$ cat src/rtl/regfile_wb_queue.sv
// regfile_wb_queue: in-order writeback queue in front of the 32x32 register file
// write port. Two producers (A = ALU, B = load) push up to two entries per cycle;
// at most one entry drains per cycle. Writes to r0 are accepted and then dropped.
// Optional feature macro: WB_BYPASS_EN enables the pending-write bypass lookup.
// Without it, Hit1/Hit2 and BypData1/BypData2 are tied to zero.
module regfile_wb_queue #(
    parameter int DEPTH = 4,
    parameter int CW    = 3
) (
    input  logic          CLK,
    input  logic          RST,
    input  logic          a_valid,
    output logic          a_ready,
    input  logic [4:0]    a_reg,
    input  logic [31:0]   a_data,
    input  logic          b_valid,
    output logic          b_ready,
    input  logic [4:0]    b_reg,
    input  logic [31:0]   b_data,
    input  logic          drain_en,
    output logic          RegWre,
    output logic [4:0]    WriteReg,
    output logic [31:0]   WriteData,
    input  logic [4:0]    ReadReg1,
    input  logic [4:0]    ReadReg2,
    output logic          Hit1,
    output logic          Hit2,
    output logic [31:0]   BypData1,
    output logic [31:0]   BypData2,
    output logic [CW-1:0] count,
    output logic          empty,
    output logic          full
);

    localparam int            PW      = (DEPTH > 1) ? $clog2(DEPTH) : 1;
    localparam logic [CW-1:0] DEPTH_C = CW'(DEPTH);

    logic [4:0]       reg_q   [DEPTH];
    logic [4:0]       reg_d   [DEPTH];
    logic [31:0]      data_q  [DEPTH];
    logic [31:0]      data_d  [DEPTH];
    logic [DEPTH-1:0] valid_q, valid_d;
    logic [PW-1:0]    rd_ptr_q, rd_ptr_d;
    logic [PW-1:0]    wr_ptr_q, wr_ptr_d;
    logic [CW-1:0]    count_q, count_d;

    logic             a_push, b_push, pop;
    logic [PW-1:0]    b_slot;

    // Handshake readiness and status, all from the registered count only
    always_comb begin
        a_ready = (count_q < DEPTH_C);
        b_ready = (count_q < (DEPTH_C - CW'(a_valid)));
        a_push  = a_valid && a_ready && (a_reg != '0);
        b_push  = b_valid && b_ready && (b_reg != '0);
        empty   = (count_q == '0);
        full    = (count_q == DEPTH_C);
        count   = count_q;
    end

    // Head entry presented to the register file; zeros when nothing is queued
    always_comb begin
        RegWre    = 1'b0;
        WriteReg  = '0;
        WriteData = '0;
        if (!empty) begin
            RegWre    = drain_en;
            WriteReg  = reg_q[rd_ptr_q];
            WriteData = data_q[rd_ptr_q];
        end
        pop = RegWre;
    end

    // Queue next state: pop the head, append A then B (A is older)
    always_comb begin
        reg_d    = reg_q;
        data_d   = data_q;
        valid_d  = valid_q;
        rd_ptr_d = rd_ptr_q;
        b_slot   = a_push ? (wr_ptr_q + PW'(1)) : wr_ptr_q;

        if (pop) begin
            valid_d[rd_ptr_q] = 1'b0;
            rd_ptr_d          = rd_ptr_q + PW'(1);
        end
        if (a_push) begin
            reg_d[wr_ptr_q]   = a_reg;
            data_d[wr_ptr_q]  = a_data;
            valid_d[wr_ptr_q] = 1'b1;
        end
        if (b_push) begin
            reg_d[b_slot]   = b_reg;
            data_d[b_slot]  = b_data;
            valid_d[b_slot] = 1'b1;
        end

        wr_ptr_d = wr_ptr_q + PW'(a_push) + PW'(b_push);
        count_d  = count_q + CW'(a_push) + CW'(b_push) - CW'(pop);
    end

    // Control state: pointers, occupancy and per-entry valid bits
    always_ff @(posedge CLK or negedge RST) begin
        if (!RST) begin
            rd_ptr_q <= '0;
            wr_ptr_q <= '0;
            count_q  <= '0;
            valid_q  <= '0;
        end else begin
            rd_ptr_q <= rd_ptr_d;
            wr_ptr_q <= wr_ptr_d;
            count_q  <= count_d;
            valid_q  <= valid_d;
        end
    end

    // Entry payload storage; contents are qualified by valid_q so no reset needed
    always_ff @(posedge CLK) begin
        reg_q  <= reg_d;
        data_q <= data_d;
    end

`ifdef WB_BYPASS_EN
    logic [PW-1:0] byp_idx;

    // Scan oldest to youngest so the last match left standing is the youngest
    always_comb begin
        Hit1     = 1'b0;
        Hit2     = 1'b0;
        BypData1 = '0;
        BypData2 = '0;
        byp_idx  = '0;
        for (int unsigned i = 0; i < DEPTH; i++) begin
            byp_idx = rd_ptr_q + PW'(i);
            if (valid_q[byp_idx] && (ReadReg1 != '0) && (reg_q[byp_idx] == ReadReg1)) begin
                Hit1     = 1'b1;
                BypData1 = data_q[byp_idx];
            end
            if (valid_q[byp_idx] && (ReadReg2 != '0) && (reg_q[byp_idx] == ReadReg2)) begin
                Hit2     = 1'b1;
                BypData2 = data_q[byp_idx];
            end
        end
    end
`else
    // Bypass disabled: consumers must stall on !empty before reading operands
    always_comb begin
        Hit1     = 1'b0;
        Hit2     = 1'b0;
        BypData1 = '0;
        BypData2 = '0;
    end

    logic unused_rd;
    assign unused_rd = ^{ReadReg1, ReadReg2};
`endif

endmodule

$ cat config.mk
export PLATFORM = sky130hd
export DESIGN_NAME = regfile_wb_queue
export DESIGN_NICKNAME = d
export VERILOG_FILES = /design/src/rtl/regfile_wb_queue.sv
export SDC_FILE = /design/constraint.sdc
export NUM_CORES = 1
export LEC_CHECK = 0
export ABC_AREA = 1
export CELL_PAD_IN_SITES_DETAIL_PLACEMENT = 0
export CELL_PAD_IN_SITES_GLOBAL_PLACEMENT = 1
export CORE_MARGIN = 1
export CORE_UTILIZATION = 40
export DETAILED_ROUTE_END_ITERATION = 8
export MAX_ROUTING_LAYER = met4
export PLACE_DENSITY = 0.95
export SLEW_MARGIN = 15
export SYNTH_ARGS = -nofsm -noshare
export SYNTH_HDL_FRONTEND = slang
export SYNTH_SLANG_ARGS = --single-unit
$ cat constraint.sdc
create_clock -name CLK -period 4.39 [get_ports CLK]
set_input_delay 0.439 -clock CLK [delete_from_list [all_inputs] [get_ports CLK]]
set_output_delay 0.439 -clock CLK [all_outputs]
set_load 0.005 [all_outputs]
After elaboration in Yosys (flattened, before gate mapping)

Cells that the tools add are included.

Register bits: 155
Output and inout bits: 111
Word-level logic and storage cells: 65

Add/sub/neg operators: 8
Magnitude comparators: 7
Equality and inequality tests: 1
Multiplexer cells: 26
Bitwise logic cells: 3
Reduce and logical (&&, ||, !) cells: 9

Operators by type and width:

| operator            | count |
|---|---|
| $bwmux 128          | 2 |
| $mux 128            | 2 |
| $mux 32             | 5 |
| $demux 32 s2        | 2 |
| $bmux 32 s2         | 1 |
| $bwmux 20           | 2 |
| $mux 20             | 2 |
| $mux 5              | 5 |
| $demux 5 s2         | 2 |
| $bmux 5 s2          | 1 |
| $reduce_bool 5->1   | 2 |
| $ge 3x3->1 const B  | 3 |
| $not 2->3           | 3 |
| $add 3x1->3         | 2 |
| $logic_and 1x1->1   | 6 |
| $lt 3x1->1 const B  | 2 |
| $add 2x1->2         | 2 |
| $add 2x1->2 const B | 2 |
| $eq 3x3->1 const B  | 1 |
| $logic_not 3->1     | 1 |
| $lt 3x3->1          | 1 |
| $lt 3x3->1 const B  | 1 |
| $sub 3x1->3         | 1 |
| $sub 3x1->3 const A | 1 |
| 2 further kinds     | 2 |

Depth between registers and ports, before layout

Depth after elaboration: 11
Mapped depth: 13

Worst setup path before layout

No wires, ideal clock.

Path type: flip-flop to flip-flop
Start: register count_q[2], in the netlist count[2]
End: register count_q[1], in the netlist count[1]
Arrival time: 2535 ps
Data required time: 4255 ps
Setup slack: 1720 ps
Stages on the path, launching flop included: 12
Clock period less this slack: 2670 ps
Cell sequence: dfrtp_1 > inv_1 > ha_1 > inv_1 > a21oi_1 > nand2_1 > nor2_8 > clkbuf_1 > inv_1 > fa_1 > inv_1 > fa_1

Word-level cells in the longest chain between the ends: 6
Elaborated cells on any way between the ends: 11
Classes of those cells: add/sub (3); order compare (2); mux (1); reduce/logical (5)

Ends and longest elaborated chain:

| what                           | RTL line | text |
|---|---|---|
| start: declaration             | 45       | `logic [CW-1:0] count_q, count_d;` |
| start signal: assignment       | 111      | `count_q <= count_d;` |
| $lt 3x3->1                     | 52       | `a_ready = (count_q < DEPTH_C);` |
| net a_ready                    | 13       | `output logic a_ready,` |
| $logic_and 1x1->1 (2 in a row) | 54       | `a_push = a_valid && a_ready && (a_reg != '0);` |
| $add 3x1->3 (2 in a row)       | 98       | `count_d = count_q + CW'(a_push) + CW'(b_push) - CW'(pop);` |
| $sub 3x1->3                    | 98       |  |
| net count_d[1]                 | 45       |  |

The timed path passes the listed nets, and every way through them passes these cells.
A chain may end at the register's enable or synchronous reset.

Worst setup path in the final report

Start: register rd_ptr_q[1]
End: output WriteData[23]

Word-level cells in the longest chain between the ends: 5

Ends and longest elaborated chain:

| what                                       | RTL line | text |
|---|---|---|
| start: declaration                         | 43       | `logic [PW-1:0] rd_ptr_q, rd_ptr_d;` |
| start signal: assignment                   | 109      | `rd_ptr_q <= rd_ptr_d;` |
| $not 2->3 (not written as such)            | 69       | `WriteData = data_q[rd_ptr_q];` |
| $bmux 32 s2                                | 69       |  |
| $mux 32 (not written as such) (2 in a row) | 69       |  |
| $mux 32                                    | 66       | `if (!empty) begin` |
| end: declaration                           | 23       | `output logic [31:0] WriteData,` |

No other way between the ends. The select of a mux whose other input is x is not followed.

==> impl_metrics.prom <==
# TYPE chip_impl_metric gauge
chip_impl_info{name="tritoncts",value="done"} 1
chip_impl_metric{name="layout_min_cycle_time",unit="ns"} 3.41
chip_impl_metric{name="rows",unit=""} 57
chip_impl_metric{name="floorplan.die.width",unit="um"} 159
chip_impl_info{name="run_status",value="completed"} 1
chip_impl_metric{name="synth.distinct_cells",unit=""} 34
chip_impl_metric{name="boundaryPins",unit=""} 200
chip_impl_metric{name="first_pass_grt_wire_length",unit="um"} 49800
chip_impl_metric{name="vias",unit=""} 10000
chip_impl_metric{name="post_cts_hold_buffer_count",unit=""} 0
chip_impl_metric{name="vdd_drop_max",unit="mV"} 0.546
chip_impl_metric{name="clkLatencyLatePin",unit="ns"} 0.43
chip_impl_metric{name="final-seq-area",unit="sq um"} 3140
chip_impl_metric{name="globalRouteOverflowTotal",unit=""} 0
chip_impl_metric{name="mappedNetlistArea",unit="sq um"} 9860
chip_impl_metric{name="path_clk_slew",unit="ns"} 0.06
chip_impl_metric{name="timing.clock.skew",unit="ns"} 0.00686
chip_impl_metric{name="drive_gt1_frac",unit=""} 0.0460
chip_impl_metric{name="drt.antenna.violating_nets",unit=""} 0
chip_impl_metric{name="slew_margin_rel",unit=""} 0.243
chip_impl_metric{name="power_frac_clock",unit=""} 0.172
chip_impl_metric{name="initial_antenna_violation_count",unit=""} 0
chip_impl_info{name="layout_commonest_cell",value="nand2_1"} 1
chip_impl_metric{name="final_weighted_congestion_of_routability_driven_global_placement",unit=""} 0.775
chip_impl_metric{name="postSynthAreaPerCell",unit="sq um"} 6.60
chip_impl_info{name="layout.cells.most_common_list",value="524 x nand2_1, 180 x o21ai_0, 148 x nand4_1, 148 x dfxtp_1, 123 x clkdlybuf4s50_1"} 1
chip_impl_metric{name="htreeDepth",unit=""} 4
chip_impl_metric{name="clkSinkCount",unit=""} 155
chip_impl_metric{name="fin_tns_setup",unit="ns"} 0
chip_impl_info{name="worstHoldPathType",value="in2async"} 1
chip_impl_info{name="worst_setup_path_start_kind",value="register"} 1
chip_impl_metric{name="fillerInstances",unit=""} 2488
chip_impl_info{name="synthTopCellsByArea",value="dfxtp_1 30%, nand2_1 20%, nand4_1 9.4%, o21ai_0 9.1%, buf_4 5.6%"} 1
chip_impl_metric{name="drc_errors",unit=""} 0
chip_impl_metric{name="timing.critical_path.required",unit="ns"} 3.95
chip_impl_metric{name="p_total",unit="mW"} 9.34
chip_impl_metric{name="setup_viol",unit=""} 0
chip_impl_metric{name="core-area",unit="sq um"} 24200
chip_impl_info{name="setup_crit_end_kind",value="output pin"} 1
chip_impl_metric{name="avgViaCountPerCell",unit=""} 5.36
chip_impl_metric{name="io_buffers",unit=""} 123
chip_impl_metric{name="area_growth_syn_to_layout",unit="%"} 13.9
chip_impl_metric{name="initial_drc_count",unit=""} 1012
chip_impl_metric{name="post-dp-hpwl",unit="um"} 17200
chip_impl_metric{name="effective_utilization_at_floorplan",unit=""} 0.407
chip_impl_info{name="rsz_0062_raised_after_global_routing",value="false"} 1
chip_impl_metric{name="final_max_slew_viol_count",unit=""} 0
chip_impl_metric{name="chipHeight",unit="um"} 159
chip_impl_metric{name="layout_setup_ws",unit="ns"} 0.982
chip_impl_metric{name="groute.usage.overall",unit=""} 0.253
chip_impl_metric{name="power.net_switching",unit="mW"} 4.28
chip_impl_info{name="type_of_the_setup_path_with_the_least_slack",value="reg2out"} 1
chip_impl_metric{name="cellPowerDensity",unit="nW/um^2"} 831
chip_impl_metric{name="footprint_of_the_multi_input_gates",unit="sq um"} 5320
chip_impl_metric{name="cts_repair_resize_count",unit=""} 0
chip_impl_info{name="rr_startpoint",value="count[2]"} 1
chip_impl_metric{name="sw_frac_of_total",unit=""} 0.458
chip_impl_metric{name="path_max_fanout",unit=""} 35
chip_impl_metric{name="number_of_global_route_vias_before_repair",unit=""} 9052
chip_impl_info{name="worst_setup_path_startpoint",value="rd_ptr_q[1]"} 1
chip_impl_metric{name="layout.nets",unit=""} 1631
chip_impl_metric{name="cts_max_path_buffers",unit=""} 2
chip_impl_metric{name="cts_made_buffers",unit=""} 17
chip_impl_metric{name="fmaxAchievable",unit="MHz"} 293
chip_impl_metric{name="maximum_number_of_pins_on_one_net_before_global_route_repair",unit=""} 103
chip_impl_metric{name="seq_power_share",unit=""} 0.260
chip_impl_info{name="synth.largest_area_cell",value="dfxtp_1"} 1
chip_impl_metric{name="die_area",unit="sq um"} 25300
chip_impl_metric{name="postCtsSetupBuffers",unit=""} 0
chip_impl_metric{name="antenna_cells",unit=""} 0
chip_impl_metric{name="synthesis.instances",unit=""} 1495
chip_impl_metric{name="crit_arrival",unit="ns"} 2.97
chip_impl_metric{name="max_cap_viol_count",unit=""} 0
chip_impl_info{name="cts-root-buf",value="clkbuf_16"} 1
chip_impl_metric{name="yosysSeqAreaShare",unit=""} 0.318
chip_impl_metric{name="post_synthesis_register_bit_count",unit=""} 155
chip_impl_metric{name="drt-total-wl",unit="um"} 31400
chip_impl_metric{name="timing_worst_slew_pin_value",unit="ns"} 1.14
chip_impl_metric{name="dr.pass1.iters",unit=""} 5
chip_impl_metric{name="timing.final.crit_share",unit=""} 0.776
chip_impl_metric{name="synth_top_area_share",unit=""} 0.300
chip_impl_metric{name="hold_viol_final",unit=""} 0
chip_impl_metric{name="place_worst_setup_slack",unit="ns"} 0.979
chip_impl_metric{name="internal_power",unit="mW"} 5.06
chip_impl_metric{name="p_leak",unit="nW"} 5.17
chip_impl_metric{name="pwr-share-comb",unit=""} 0.568
chip_impl_metric{name="yosys_warnings",unit=""} 0
chip_impl_metric{name="wl_per_cell",unit="um"} 16.8
==> synthesized netlist by cell type <==
master	number
a21oi_1	110
buf_1	4
buf_12	1
buf_2	40
buf_4	74
buf_6	31
buf_8	1
clkbuf_1	40
clkinv_1	2
conb_1	1
dfrtp_1	7
dfxtp_1	148
fa_1	3
ha_1	8
inv_1	93
inv_2	1
nand2_1	524
nand2_2	4
nand2_4	5
nand3_1	5
nand3_2	1
nand3_4	4
nand3b_1	1
nand4_1	148
nor2_1	5
nor2_2	1
nor2_4	2
nor2_8	2
nor3_1	2
o211ai_1	2
o21ai_0	180
o21ai_1	40
xnor2_1	2
xor2_1	3
==> critical path, stage by stage (launching register included) <==
cell and delay [ns]:
dfrtp_2 0.83, clkinv_1 0.22, buf_4 0.36, a21oi_1 0.17, o21ai_0 0.10, a21oi_1 0.28
clkdlybuf4s50_1 0.56
==> power by group through the flow <==
stage                     Sequential (mW)  Clock [mW]  Combinational (mW)
final                                2.43        1.61                5.30
after CTS                            2.42        1.62                5.25
after global placement               2.43           0                5.14
after detailed placement             2.45           0                5.22
after global routing                 2.50        1.67                5.90
after floorplan                      2.35           0                3.80
==> final cells by class <==
| cell class | count | share of cell area |
|---|---|---|
| multi-input cells | 1118 | 0.474 |
| flip-flops and latches | 155 | 0.280 |
| repair buffers | 143 | 0.123 |
| clock buffers | 24 | 0.0439 |
| well taps | 324 | 0.0361 |
| inverters | 96 | 0.0321 |
| clock inverters | 6 | 0.0119 |
==> final timing paths <==
check / endpoint / slack [ns] / depth (start not counted)
setup / recovery: WriteData[23] / 0.98 / 6
setup reg to reg: count[2] / 1.41 / 9
hold / removal: count[1] / 0.29 / 1
min in group CLK: data_q[14] / 0.55 / 4
max in group asynchronous: rd_ptr_q[1] / 3.81 / 1
hold reg to reg: data_q[14] / 0.55 / 4
==> layer usage <==
metal  vias to the layer above  track usage  wire, um
li1                       4892            -         -
met1                      4624        0.339     14000
met2                       445        0.396     14300
met3                        41       0.0396      2530
met4                         0       0.0660       497
met5                         -            -         0
==> kinds of logic (layout without fill, tap and decap cells) <==
group                      Yosys count  after routing  synth area share
and+or+nand+nor                    704            704             0.323
AOI/OAI and AO/OA                  332            332             0.169
buffers and inverters              287            269             0.169
DFF                                155            155             0.318
adders and majority gates           11             11            0.0162
xor gates and xnor gates             5              5           0.00444
other                                1             66          0.000380
==> state kept, by name, indices dropped and copies added (netlist names) <==
name      flops
wr_ptr_q      2
count         3
rd_ptr_q      2
data_q      128
reg_q        20
==> stage by stage <==
| step | hold WS [ns] | instances | instance area, sq um | util |
|---|---|---|---|---|
| 2_1_floorplan | 0.143 | 1560 | 10100 | - |
| 3_3_place_gp | 0.530 | 1836 | 10600 | 0.437 |
| 3_5_place_dp | 0.538 | 1836 | 10600 | 0.437 |
| 4_1_cts | 0.294 | 1866 | 11200 | 0.463 |
| 5_1_grt | 0.303 | 1866 | 11200 | 0.463 |
| 6_report | 0.288 | 1866 | 11200 | 0.463 |
(Power assumes the default switching activity.)
